`src/rtl/data_cache_pkg.sv`:
```
// Shared types and width helpers for the direct-mapped write-through data cache.
package data_cache_pkg;

  typedef enum logic {IDLE, REFILL} state_t;

  localparam logic [1:0] SIZE_B = 2'b00;
  localparam logic [1:0] SIZE_H = 2'b01;
  localparam logic [1:0] SIZE_W = 2'b10;

  function automatic int tag_width(input int addr_len, input int index_bits);
    return addr_len - index_bits - 2;
  endfunction

  function automatic int line_count(input int index_bits);
    return 1 << index_bits;
  endfunction

endpackage

```
`src/rtl/data_cache_if.sv`:
```
// Pipeline-side and RAM-side bus of the data cache; master is the environment, slave the cache.
interface data_cache_if #(parameter int ADDRESS_LENGTH = 32) ();
  logic                      re;
  logic [1:0]                ld_size;
  logic                      sw;
  logic                      sh;
  logic                      sb;
  logic [ADDRESS_LENGTH-1:0] a;
  logic [ADDRESS_LENGTH-1:0] wd;
  logic [ADDRESS_LENGTH-1:0] rd;
  logic                      stall;
  logic [ADDRESS_LENGTH-1:0] mem_a;
  logic [ADDRESS_LENGTH-1:0] mem_wd;
  logic                      mem_sw;
  logic                      mem_sh;
  logic                      mem_sb;
  logic [ADDRESS_LENGTH-1:0] mem_rd;

  modport master (
    output re, ld_size, sw, sh, sb, a, wd, mem_rd,
    input  rd, stall, mem_a, mem_wd, mem_sw, mem_sh, mem_sb
  );

  modport slave (
    input  re, ld_size, sw, sh, sb, a, wd, mem_rd,
    output rd, stall, mem_a, mem_wd, mem_sw, mem_sh, mem_sb
  );
endinterface

```
`src/rtl/data_cache_store.sv`:
```
// Line storage: valid bits (reset), tags and byte-writable data words (not reset).
module data_cache_store #(
  parameter int DATA_W     = 32,
  parameter int INDEX_BITS = 3,
  parameter int TAG_W      = 27
) (
  input  logic                  clk,
  input  logic                  rst,
  input  logic [INDEX_BITS-1:0] rd_idx,
  output logic                  rd_valid,
  output logic [TAG_W-1:0]      rd_tag,
  output logic [DATA_W-1:0]     rd_data,
  input  logic                  wr_en,
  input  logic [INDEX_BITS-1:0] wr_idx,
  input  logic [TAG_W-1:0]      wr_tag,
  input  logic [DATA_W-1:0]     wr_data,
  input  logic [DATA_W/8-1:0]   wr_be,
  input  logic                  inv_en,
  input  logic [INDEX_BITS-1:0] inv_idx
);
  localparam int LINES = 1 << INDEX_BITS;

  logic [LINES-1:0]  valid;
  logic [TAG_W-1:0]  tags  [LINES];
  logic [DATA_W-1:0] words [LINES];

  always_ff @(posedge clk) begin
    if (rst) begin
      valid <= '0;
    end else begin
      if (wr_en)  valid[wr_idx]  <= 1'b1;
      if (inv_en) valid[inv_idx] <= 1'b0;
    end
  end

  always_ff @(posedge clk) begin
    if (wr_en) begin
      tags[wr_idx] <= wr_tag;
      for (int b = 0; b < DATA_W/8; b++) begin
        if (wr_be[b]) words[wr_idx][8*b +: 8] <= wr_data[8*b +: 8];
      end
    end
  end

  assign rd_valid = valid[rd_idx];
  assign rd_tag   = tags[rd_idx];
  assign rd_data  = words[rd_idx];
endmodule

```
`src/rtl/data_cache.sv`:
```
// Direct-mapped, write-through, no-write-allocate data cache with one-word refill.
// Optional hit/miss counters are built only when DATA_CACHE_STATS_EN is defined.
module data_cache
  import data_cache_pkg::*;
#(
  parameter int ADDRESS_LENGTH = 32,
  parameter int INDEX_BITS     = 3
) (
  input  logic        clk,
  input  logic        rst,
  data_cache_if.slave bus,
  output logic [31:0] hit_count,
  output logic [31:0] miss_count
);
  localparam int TAG_W = tag_width(ADDRESS_LENGTH, INDEX_BITS);
  localparam int BE_W  = ADDRESS_LENGTH / 8;

  state_t                    state, state_nxt;
  logic [1:0]                off;
  logic [INDEX_BITS-1:0]     idx;
  logic [TAG_W-1:0]          tag;
  logic                      line_valid;
  logic [TAG_W-1:0]          line_tag;
  logic [ADDRESS_LENGTH-1:0] line_data;
  logic                      line_hit, store, crossing, misaligned;
  logic [3:0]                ld_bytes;
  logic [BE_W-1:0]           st_be, wr_be;
  logic [ADDRESS_LENGTH-1:0] st_data, wr_data;
  logic                      wr_en, inv_en;

  assign off      = bus.a[1:0];
  assign idx      = bus.a[INDEX_BITS+1:2];
  assign tag      = bus.a[ADDRESS_LENGTH-1:INDEX_BITS+2];
  assign line_hit = line_valid && (line_tag == tag);
  assign store    = bus.sw || bus.sh || bus.sb;

  always_comb begin
    case (bus.ld_size)
      SIZE_B:  ld_bytes = 4'd1;
      SIZE_H:  ld_bytes = 4'd2;
      default: ld_bytes = 4'd4;
    endcase
  end
  assign crossing = ({2'b00, off} + ld_bytes) > 4'd4;

  // Store lane placement; a misaligned store that hits drops the line instead.
  always_comb begin
    st_be      = '0;
    misaligned = 1'b0;
    st_data    = bus.wd << {off, 3'b000};
    if (bus.sw) begin
      misaligned = (off != 2'b00);
      st_be      = '1;
    end else if (bus.sh) begin
      misaligned = off[0];
      st_be      = BE_W'(2'b11) << off;
    end else if (bus.sb) begin
      st_be      = BE_W'(1'b1) << off;
    end
  end

  data_cache_store #(
    .DATA_W(ADDRESS_LENGTH), .INDEX_BITS(INDEX_BITS), .TAG_W(TAG_W)
  ) u_store (
    .clk(clk), .rst(rst),
    .rd_idx(idx), .rd_valid(line_valid), .rd_tag(line_tag), .rd_data(line_data),
    .wr_en(wr_en), .wr_idx(idx), .wr_tag(tag), .wr_data(wr_data), .wr_be(wr_be),
    .inv_en(inv_en), .inv_idx(idx)
  );

  always_ff @(posedge clk) begin
    if (rst) state <= IDLE;
    else     state <= state_nxt;
  end

  always_comb begin
    state_nxt  = state;
    bus.stall  = 1'b0;
    bus.rd     = '0;
    bus.mem_a  = bus.a;
    bus.mem_wd = bus.wd;
    bus.mem_sw = 1'b0;
    bus.mem_sh = 1'b0;
    bus.mem_sb = 1'b0;
    wr_en      = 1'b0;
    wr_be      = st_be;
    wr_data    = st_data;
    inv_en     = 1'b0;
    case (state)
      IDLE: begin
        if (store) begin
          bus.mem_sw = bus.sw;
          bus.mem_sh = bus.sh && !bus.sw;
          bus.mem_sb = bus.sb && !bus.sw && !bus.sh;
          if (line_hit) begin
            inv_en = misaligned;
            wr_en  = !misaligned;
          end
        end else if (bus.re) begin
          if (crossing) begin
            bus.rd = bus.mem_rd;
          end else if (line_hit) begin
            bus.rd = line_data >> {off, 3'b000};
          end else begin
            bus.stall = 1'b1;
            state_nxt = REFILL;
          end
        end
      end
      REFILL: begin
        bus.mem_a = {bus.a[ADDRESS_LENGTH-1:2], 2'b00};
        bus.stall = 1'b1;
        wr_en     = 1'b1;
        wr_be     = '1;
        wr_data   = bus.mem_rd;
        state_nxt = IDLE;
      end
      default: state_nxt = IDLE;
    endcase
    // Reset overrides everything, including an in-flight refill write.
    if (rst) begin
      state_nxt  = IDLE;
      bus.stall  = 1'b0;
      bus.rd     = '0;
      bus.mem_sw = 1'b0;
      bus.mem_sh = 1'b0;
      bus.mem_sb = 1'b0;
      wr_en      = 1'b0;
      inv_en     = 1'b0;
    end
  end

`ifdef DATA_CACHE_STATS_EN
  logic [31:0] hits, misses;
  logic        lookup;

  assign lookup = (state == IDLE) && !store && bus.re && !crossing;

  always_ff @(posedge clk) begin
    if (rst) begin
      hits   <= '0;
      misses <= '0;
    end else begin
      if (lookup && line_hit)  hits   <= hits + 32'd1;
      if (lookup && !line_hit) misses <= misses + 32'd1;
    end
  end

  assign hit_count  = hits;
  assign miss_count = misses;
`else
  assign hit_count  = '0;
  assign miss_count = '0;
`endif
endmodule

```
`src/flat_wrapper.sv`:
```
// flat-port wrapper written by rule: the top's interface ports become plain ports
module data_cache_flat import data_cache_pkg::*;
#(
  parameter int ADDRESS_LENGTH = 32,
  parameter int INDEX_BITS     = 3
)
  (clk, rst, hit_count, miss_count, bus_re, bus_ld_size, bus_sw, bus_sh, bus_sb, bus_a, bus_wd, bus_mem_rd, bus_rd, bus_stall, bus_mem_a, bus_mem_wd, bus_mem_sw, bus_mem_sh, bus_mem_sb);
  data_cache_if #(.ADDRESS_LENGTH(ADDRESS_LENGTH)) bus_i ();
  input  logic clk;
  input  logic rst;
  output logic [31:0] hit_count;
  output logic [31:0] miss_count;
  input wire logic [$bits(bus_i.re)-1:0] bus_re;
  input wire logic [$bits(bus_i.ld_size)-1:0] bus_ld_size;
  input wire logic [$bits(bus_i.sw)-1:0] bus_sw;
  input wire logic [$bits(bus_i.sh)-1:0] bus_sh;
  input wire logic [$bits(bus_i.sb)-1:0] bus_sb;
  input wire logic [$bits(bus_i.a)-1:0] bus_a;
  input wire logic [$bits(bus_i.wd)-1:0] bus_wd;
  input wire logic [$bits(bus_i.mem_rd)-1:0] bus_mem_rd;
  output wire logic [$bits(bus_i.rd)-1:0] bus_rd;
  output wire logic [$bits(bus_i.stall)-1:0] bus_stall;
  output wire logic [$bits(bus_i.mem_a)-1:0] bus_mem_a;
  output wire logic [$bits(bus_i.mem_wd)-1:0] bus_mem_wd;
  output wire logic [$bits(bus_i.mem_sw)-1:0] bus_mem_sw;
  output wire logic [$bits(bus_i.mem_sh)-1:0] bus_mem_sh;
  output wire logic [$bits(bus_i.mem_sb)-1:0] bus_mem_sb;
  assign bus_i.re = bus_re;
  assign bus_i.ld_size = bus_ld_size;
  assign bus_i.sw = bus_sw;
  assign bus_i.sh = bus_sh;
  assign bus_i.sb = bus_sb;
  assign bus_i.a = bus_a;
  assign bus_i.wd = bus_wd;
  assign bus_i.mem_rd = bus_mem_rd;
  assign bus_rd = bus_i.rd;
  assign bus_stall = bus_i.stall;
  assign bus_mem_a = bus_i.mem_a;
  assign bus_mem_wd = bus_i.mem_wd;
  assign bus_mem_sw = bus_i.mem_sw;
  assign bus_mem_sh = bus_i.mem_sh;
  assign bus_mem_sb = bus_i.mem_sb;
  data_cache #(.ADDRESS_LENGTH(ADDRESS_LENGTH), .INDEX_BITS(INDEX_BITS)) u_core (.clk(clk), .rst(rst), .bus(bus_i), .hit_count(hit_count), .miss_count(miss_count));
endmodule
```
`config.mk`:
```
export PLATFORM = sky130hd
export DESIGN_NAME = data_cache_flat
export DESIGN_NICKNAME = d
export VERILOG_FILES = /design/src/rtl/data_cache_pkg.sv /design/src/rtl/data_cache_if.sv /design/src/rtl/data_cache_store.sv /design/src/rtl/data_cache.sv /design/src/flat_wrapper.sv
export SDC_FILE = /design/constraint.sdc
export NUM_CORES = 1
export LEC_CHECK = 0
export BUFFER_PORTS_ARGS = -buffer_cell sky130_fd_sc_hd__buf_4
export CAP_MARGIN = 40
export CORE_UTILIZATION = 50
export CTS_CLUSTER_SIZE = 10
export DETAILED_ROUTE_END_ITERATION = 8
export PLACE_DENSITY = 0.7
export SYNTH_ARGS = -nofsm -noshare
export SYNTH_HDL_FRONTEND = slang
export SYNTH_SLANG_ARGS = --single-unit
```
`constraint.sdc`:
```
create_clock -name clk -period 7.1 [get_ports clk]
set_clock_uncertainty 0.2 [all_clocks]
set_input_delay 0.71 -clock clk [delete_from_list [all_inputs] [get_ports clk]]
set_output_delay 0.71 -clock clk [all_outputs]
set_load 0.005 [all_outputs]
```
==> results of run 1 <==
## state kept, by name (all words and copies together), names as in the netlist
register	count
u_core.state	1
u_core.u_store.tags	216
u_core.u_store.valid	8
u_core.u_store.words	256
## metal layers
layer  wire length, µm  up-vias  track usage
met3              5750      123       0.0460
met4              2100        0        0.107
met1             22700     6755        0.354
met5                 0        -            0
li1                  -     5963            -
met2             27000      904        0.417
## logic make-up (layout without fill, tap and decap cells)
| kind of cell | count (synthesis) | in the layout | synth area share |
|---|---|---|---|
| flops | 481 | 481 | 0.661 |
| simple gates | 318 | 318 | 0.0690 |
| compound gates | 280 | 280 | 0.0899 |
| buf+inv | 239 | 368 | 0.0674 |
| mux | 157 | 157 | 0.101 |
| xor+xnor | 18 | 18 | 0.00726 |
| fa+ha+maj | 7 | 7 | 0.00438 |
| other cells | 1 | 64 | 0.000173 |
## power groups by stage
stage	logic [µW]	clock network (µW)	registers, µW
after global routing	563	2550	3130
final	531	2420	3130
after floorplan	330	0	3190
after detailed placement	520	0	3190
after CTS	523	2450	3130
after global placement	506	0	3190
## worst reg2reg max path, stage by stage, from the launching register on
cell      delay (ps)
edfxtp_1         360
mux4_2           500
mux2i_1          170
xor2_1           400
nand3_1          180
nor4b_1          420
and4_1           570
a31oi_2          390
buf_4            330
nor2_1           550
buf_4            280
## final cells by class
| class | count | area, µm² |
|---|---|---|
| tap | 577 | 722 |
| timing repair buffer | 268 | 2020 |
| inverter | 25 | 93.8 |
| fill | 3279 | 17600 |
| clock inverter | 4 | 40.0 |
| sequential | 481 | 14400 |
| multi-input combinational | 844 | 6190 |
| clock buffer | 71 | 1440 |
## Yosys cell counts (7+ instances only)
cell type	instances
nand3_1	12
o21ai_2	8
o221ai_1	10
nand3b_1	7
buf_2	27
a211oi_1	29
mux2_2	34
nand2_1	110
a221oi_1	18
mux4_2	46
buf_4	132
a22oi_1	36
and3_1	9
o21ai_1	17
inv_1	21
nor2_1	84
nand4_1	11
a22o_1	11
nor3_1	31
o21ai_0	31
nor2b_1	18
dfxtp_1	9
mux2i_1	75
o22ai_1	29
clkbuf_1	44
edfxtp_1	472
a21oi_1	44
xor2_1	18
## stage by stage
stage / hold slack [ps] / instance area (µm²) / power, µW
2_1_floorplan: 292 / 22000 / 3520
3_3_place_gp: 307 / 23200 / 3700
3_5_place_dp: 319 / 23400 / 3710
4_1_cts: 141 / 24800 / 6110
5_1_grt: 158 / 24900 / 6250
6_report: 167 / 24900 / 6080
## how the worst min path moves through the flow
stage,slack (ps),end,from
after global routing,160,u_core.u_store.tags[3][18],bus_a[23]
after detailed placement,320,u_core.u_store.valid[1],u_core.u_store.valid[1]
after global placement,310,u_core.u_store.valid[3],u_core.u_store.valid[3]
final,170,u_core.u_store.tags[4][11],bus_a[16]
after floorplan,290,u_core.u_store.valid[1],u_core.u_store.valid[1]
after CTS,140,u_core.u_store.tags[6][11],bus_a[16]
==> results.ini, run 1 <==
[setup_path]
cp_common_cell = buf_4
regToRegSetupSlack_ps = 2480
slowest_delay_ps = 750
reg2reg_depth = 10
cp.arrival_ps = 4700
reg2reg_from = u_core.u_store.tags[7][9]
cp-endpoint = bus_rd[30]
cpMaxStageDelayCell = or4_1
crit_buf_inv = 2
crit_chain = buf_4 > nor2b_1 > a22oi_1 > nand3b_1 > nand4_1 > nor4_1 > nand3_1 > or4_1 > o21ai_2 > buf_4
startpoint = bus_a[3]
worstSetupPathType = in2out
cp.depth = 10
path_delay_family = simple AND/OR/NAND/NOR gates
required_ps = 6190
cp-start-kind = input port
r2r-end = u_core.u_store.words[6][18]
critPathMaxFanout = 59
cp-end-kind = output port

[timing]
fin_crit_ps = 5610
max_freq_mhz = 178
slew_headroom = 0.345
fin_tns_setup_ps = 0
hold_viol_final = 0
drv_slew = 0
tightest_slew_ps = 973
period_share = 0.790
rsz0062_at_grt = no
setup_slack_ps = 1490
finalSetupViolations = 0

[job]
maxCapViolCount = 0

[finish]
fin_nets = 1785
num_antenna_cells = 0
final_layout_size_suffix_gt1_frac = 0.256
fin_util = 0.586
final_cell_mix = edfxtp_1, buf_4, nand2_1, nor2_1, mux2i_1
final_cells = 2270
area_growth_pct = 14.4
mostFrequentLayoutCell = edfxtp_1

[pwr]
comb_power_share = 0.087
power_switching_uw = 1360
power_frac_clock = 0.397
p_int_uw = 4720
seq_power_share = 0.515
irDropWorstVdd_mv = 0.235
leakagePower_uw = 0.00884
p_per_area_nw_per_um2 = 245
p_sw_frac = 0.224

[global_routing]
gr-total-overflow = 0
antenna_found_initial = 1
grt_max_degree = 68
grt_pass1_wl_mm = 84.4
grt_pass1_vias = 13300
track_usage = 0.260

[synthesis]
synth_top_flop_cell = edfxtp_1
async_flop_share = 0
synth_edf_count = 472
synth.area.top_cells = edfxtp_1, mux4_2, buf_4
yosysTopAreaCell = edfxtp_1
synthCells = 1501
syn-mean-instance-area_um2 = 14.5
synthDistinctLibCells = 70
synth_top_area_frac = 0.653
yosysWarnings = 0
synth_seq_cells = 481
ys_seq_area_frac = 0.661
synth_area_um2 = 21700

[cts]
ctsHoldBuffers = 0
cts_tree = yes
root_buffer = clkbuf_16
h-tree-depth = 2
clock_sinks = 481
cts_buffer_depth = 3
clkTransAtPathRegs_ps = 60
clk-insertion-delay-late_ps = 600
cts_buffers = 54
post_cts_buffers = 0
post_cts_resized = 0

[placement]
pre_cts_slack_ps = 1410
routabilityCongestion = 0.992
numPortBuffers = 203
dp_cells = 2194
hpwl_mm = 37.9

[worst_hold_path]
whs_path_depth = 1
worst_hold_path_type = in2reg

[floorplanning]
ios = 268
die_h_um = 210
core_region_area_um2 = 42400
die_area_um2 = 44300
dieWidth_um = 210
initial_core_util = 0.512
row_count = 75

[drt]
ant_nets = 0
drc = 0
drt_iter0_markers = 1498
wl_per_cell_um = 25.3
drt_pass1_iterations = 6
vias = 13700
vias_per_cell = 6.06
wl_mm = 57.5

[run_status]
status = finished clean

No activity file was read; power rests on OpenSTA's default activity.
==> run 2, diff against run 1 <==
Settings changed: ABC_AREA set to 1, PLACE_DENSITY 0.7 to 0.73.
Clock period 7.1 ns to 5.1 ns, I/O delays scaled along.
==> results.ini, run 2 <==
[run_status]
status = finished clean

[placement]
dp_cells = 2849  ; +30%
placed_area_um2 = 24100  ; +3.2%
hpwl_mm = 39.7  ; +4.7%
routabilityCongestion = 0.941  ; -5.2%
numPortBuffers = 203  ; unchanged

[pwr]
comb_power_share = 0.089  ; +0.002
power_switching_uw = 2030  ; +49%
irDropWorstVdd_mv = 0.263  ; +12%
power_uw = 8650  ; +42%
p_int_uw = 6620  ; +40%
seq_power_share = 0.504  ; -0.011
leakagePower_uw = 0.0108  ; +22%
p_sw_frac = 0.234  ; +0.0104
power_frac_clock = 0.407  ; +0.010
p_per_area_nw_per_um2 = 333  ; +36%

[setup_path]
cpMaxStageDelayCell = nor2_4
cp-start-kind = input port
slowest_delay_ps = 670  ; -80 ps
worstSetupPathType = in2out
critPathMaxFanout = 24  ; -59%
cp.arrival_ps = 3560  ; -1140 ps
cp_common_cell = buf_4
crit_chain = buf_4 > nor2_4 > nand2_4 > clkinv_1 > buf_4 > a22o_1 > nor2_1 > nand2_1 > inv_1 > o21ai_0 > nand3_1 > a21oi_1 > buf_4
required_ps = 4390  ; -1800 ps
cp-end-kind = output port

[floorplanning]
initial_core_util = 0.507  ; -0.00503
die_h_um = 214  ; +1.6%
core_region_area_um2 = 44200  ; +4.3%
row_count = 77  ; +2.7%
ios = 268  ; unchanged
dieWidth_um = 214  ; +1.6%
die_area_um2 = 45700  ; +3.2%

[drt]
wl_mm = 60.6  ; +5.5%
wl_per_cell_um = 20.4  ; -19%
drc = 0  ; unchanged
drt_pass1_iterations = 5  ; -1
drt_iter0_markers = 1885  ; +26%
ant_nets = 0  ; unchanged
vias = 16300  ; +18%
vias_per_cell = 5.48  ; -9.4%

[job]
maxCapViolCount = 0  ; unchanged

[synthesis]
syn-mean-instance-area_um2 = 10.5  ; -27%
ys_seq_area_frac = 0.640  ; -0.0207
synthDistinctLibCells = 51  ; -27%
async_flop_share = 0  ; unchanged
synth_top_area_frac = 0.632  ; -0.0204
yosysTopAreaCell = edfxtp_1
synth_top_flop_cell = edfxtp_1
synth_seq_cells = 481  ; unchanged
synthCells = 2125  ; +42%
synth_most_common_cell = nand2_1
synth.area.top_cells = edfxtp_1, nand2_1, buf_4
synth_edf_count = 472  ; unchanged
yosysWarnings = 0  ; unchanged
synth_area_um2 = 22400  ; +3.2%
yosys-top-cells-count = nand2_1, edfxtp_1, inv_1

[cts]
cts_tree = yes
clkTransAtPathRegs_ps = 60  ; about the same
clk-insertion-delay-late_ps = 620  ; +20 ps
h-tree-depth = 2  ; unchanged
cts_buffer_depth = 3  ; unchanged
clock_sinks = 481  ; unchanged
cts_buffers = 55  ; +1.9%
root_buffer = clkbuf_16

[finish]
mostFrequentLayoutCell = nand2_1
num_antenna_cells = 0  ; unchanged
largest_reg_flops = 256  ; unchanged
reg_top3 = u_core.u_store.words: 256 flops, u_core.u_store.tags: 216 flops, u_core.u_store.valid: 8 flops
final_cell_mix = nand2_1, edfxtp_1, buf_4, inv_1, nor2_1
final_layout_size_suffix_gt1_frac = 0.160  ; -0.0962
final_cells = 2968  ; +31%
regMostFlops = u_core.u_store.words
postLayoutCellArea_um2 = 26000  ; +4.5%
fin_nets = 2452  ; +37%
area_growth_pct = 15.8

[timing]
rsz0062_at_grt = no
fin_tns_setup_ps = 0  ; unchanged
hold_viol_final = 0  ; unchanged
drv_slew = 0  ; unchanged
period_share = 0.837
slew_headroom = 0.295  ; -0.0493
finalSetupViolations = 0  ; unchanged
max_freq_mhz = 234
holdWs_ps = 214  ; +46.8 ps
tightest_slew_ps = 1050  ; +73.2 ps
fin_crit_ps = 4270

[global_routing]
grt_pass1_vias = 15500  ; +16%
antenna_found_initial = 0  ; -1
track_usage = 0.266  ; +0.00528
grt_max_degree = 103  ; +51%
grt_pass1_wl_mm = 89.6  ; +6.2%
gr-total-overflow = 0  ; unchanged

[worst_hold_path]
worst_hold_path_type = in2reg

-- run 2: cell count changes in the layout (fill, tap and decap cells not counted), moves of 29 or more --
cell	delta
nand2_1	+395
inv_1	+233
nor2_1	+112
nand3_1	+91
mux2i_1	-65
mux4_2	-46
mux2_2	-34
a211oi_1	-29
-- run 2: worst paths after layout --
path                                   from                     endpoint  cells past startpoint  slack (ps)
setup / recovery                   bus_a[3]                   bus_rd[22]                     13         830
hold / removal                bus_mem_rd[8]   u_core.u_store.words[1][8]                      4         210
setup reg to reg  u_core.u_store.tags[5][7]  u_core.u_store.words[6][17]                     16        2110
hold reg to reg     u_core.u_store.valid[4]      u_core.u_store.valid[4]                      2         250
-- run 2: power by group through the flow --
stage	Combinational (µW)	Sequential, µW	Clock (µW)
finish	768	4360	3520
global route	831	4360	3700
floorplan	464	4440	0
detailed placement	733	4440	0
global placement	710	4440	0
CTS	754	4360	3550
-- run 2: layout make-up --
class	instances	area [µm²]
Timing Repair Buffer	305	2390
Tap cell	592	741
Inverter	265	1000
Sequential cell	481	14400
Clock inverter	6	75.1
Clock buffer	86	1500
Multi-Input combinational cell	1233	5890
Fill cell	3503	18300
-- run 2: cells by family (layout without fill, tap and decap cells) --
logic type | Yosys count | count (layout) | synth area share
AND/OR/NAND/NOR | 899 | 899 | 0.171
adder cells (fa/ha/maj) | 7 | 7 | 0.00424
XOR/XNOR | 2 | 2 | 0.000782
other | 1 | 64 | 0.000167
multiplexers | 10 | 10 | 0.00447
buffers and inverters | 474 | 662 | 0.108
flip-flops | 481 | 481 | 0.640
AO/OA/AOI/OAI | 251 | 251 | 0.0710
-- run 2: metal layers --
metal	wire (µm)	GRT usage	up-vias
met1	23600	0.343	7785
met4	2430	0.111	0
met5	0	0	-
met3	5160	0.0434	155
li1	-	-	7438
met2	29400	0.446	897
-- run 2: what timing repair did --
item                                   4_1_cts  5_1_grt
hold buffers                                27        0
endpoints found under the hold margin      212        0
gates resized for setup                      0        0
setup buffers                                0        0
-- run 2: stage by stage --
step,utilization,setup slack (ps)
6_report,0.587,830
4_1_cts,0.587,897
5_1_grt,0.587,686
2_1_floorplan,-,1540
3_3_place_gp,0.543,996
3_5_place_dp,0.545,900
-- run 2: critical path: cells and delay by family --
family	cells	cell delay, ps
and+or+nand+nor	5	1350
buffers and inverters	5	960
AOI/OAI and AO/OA	3	680
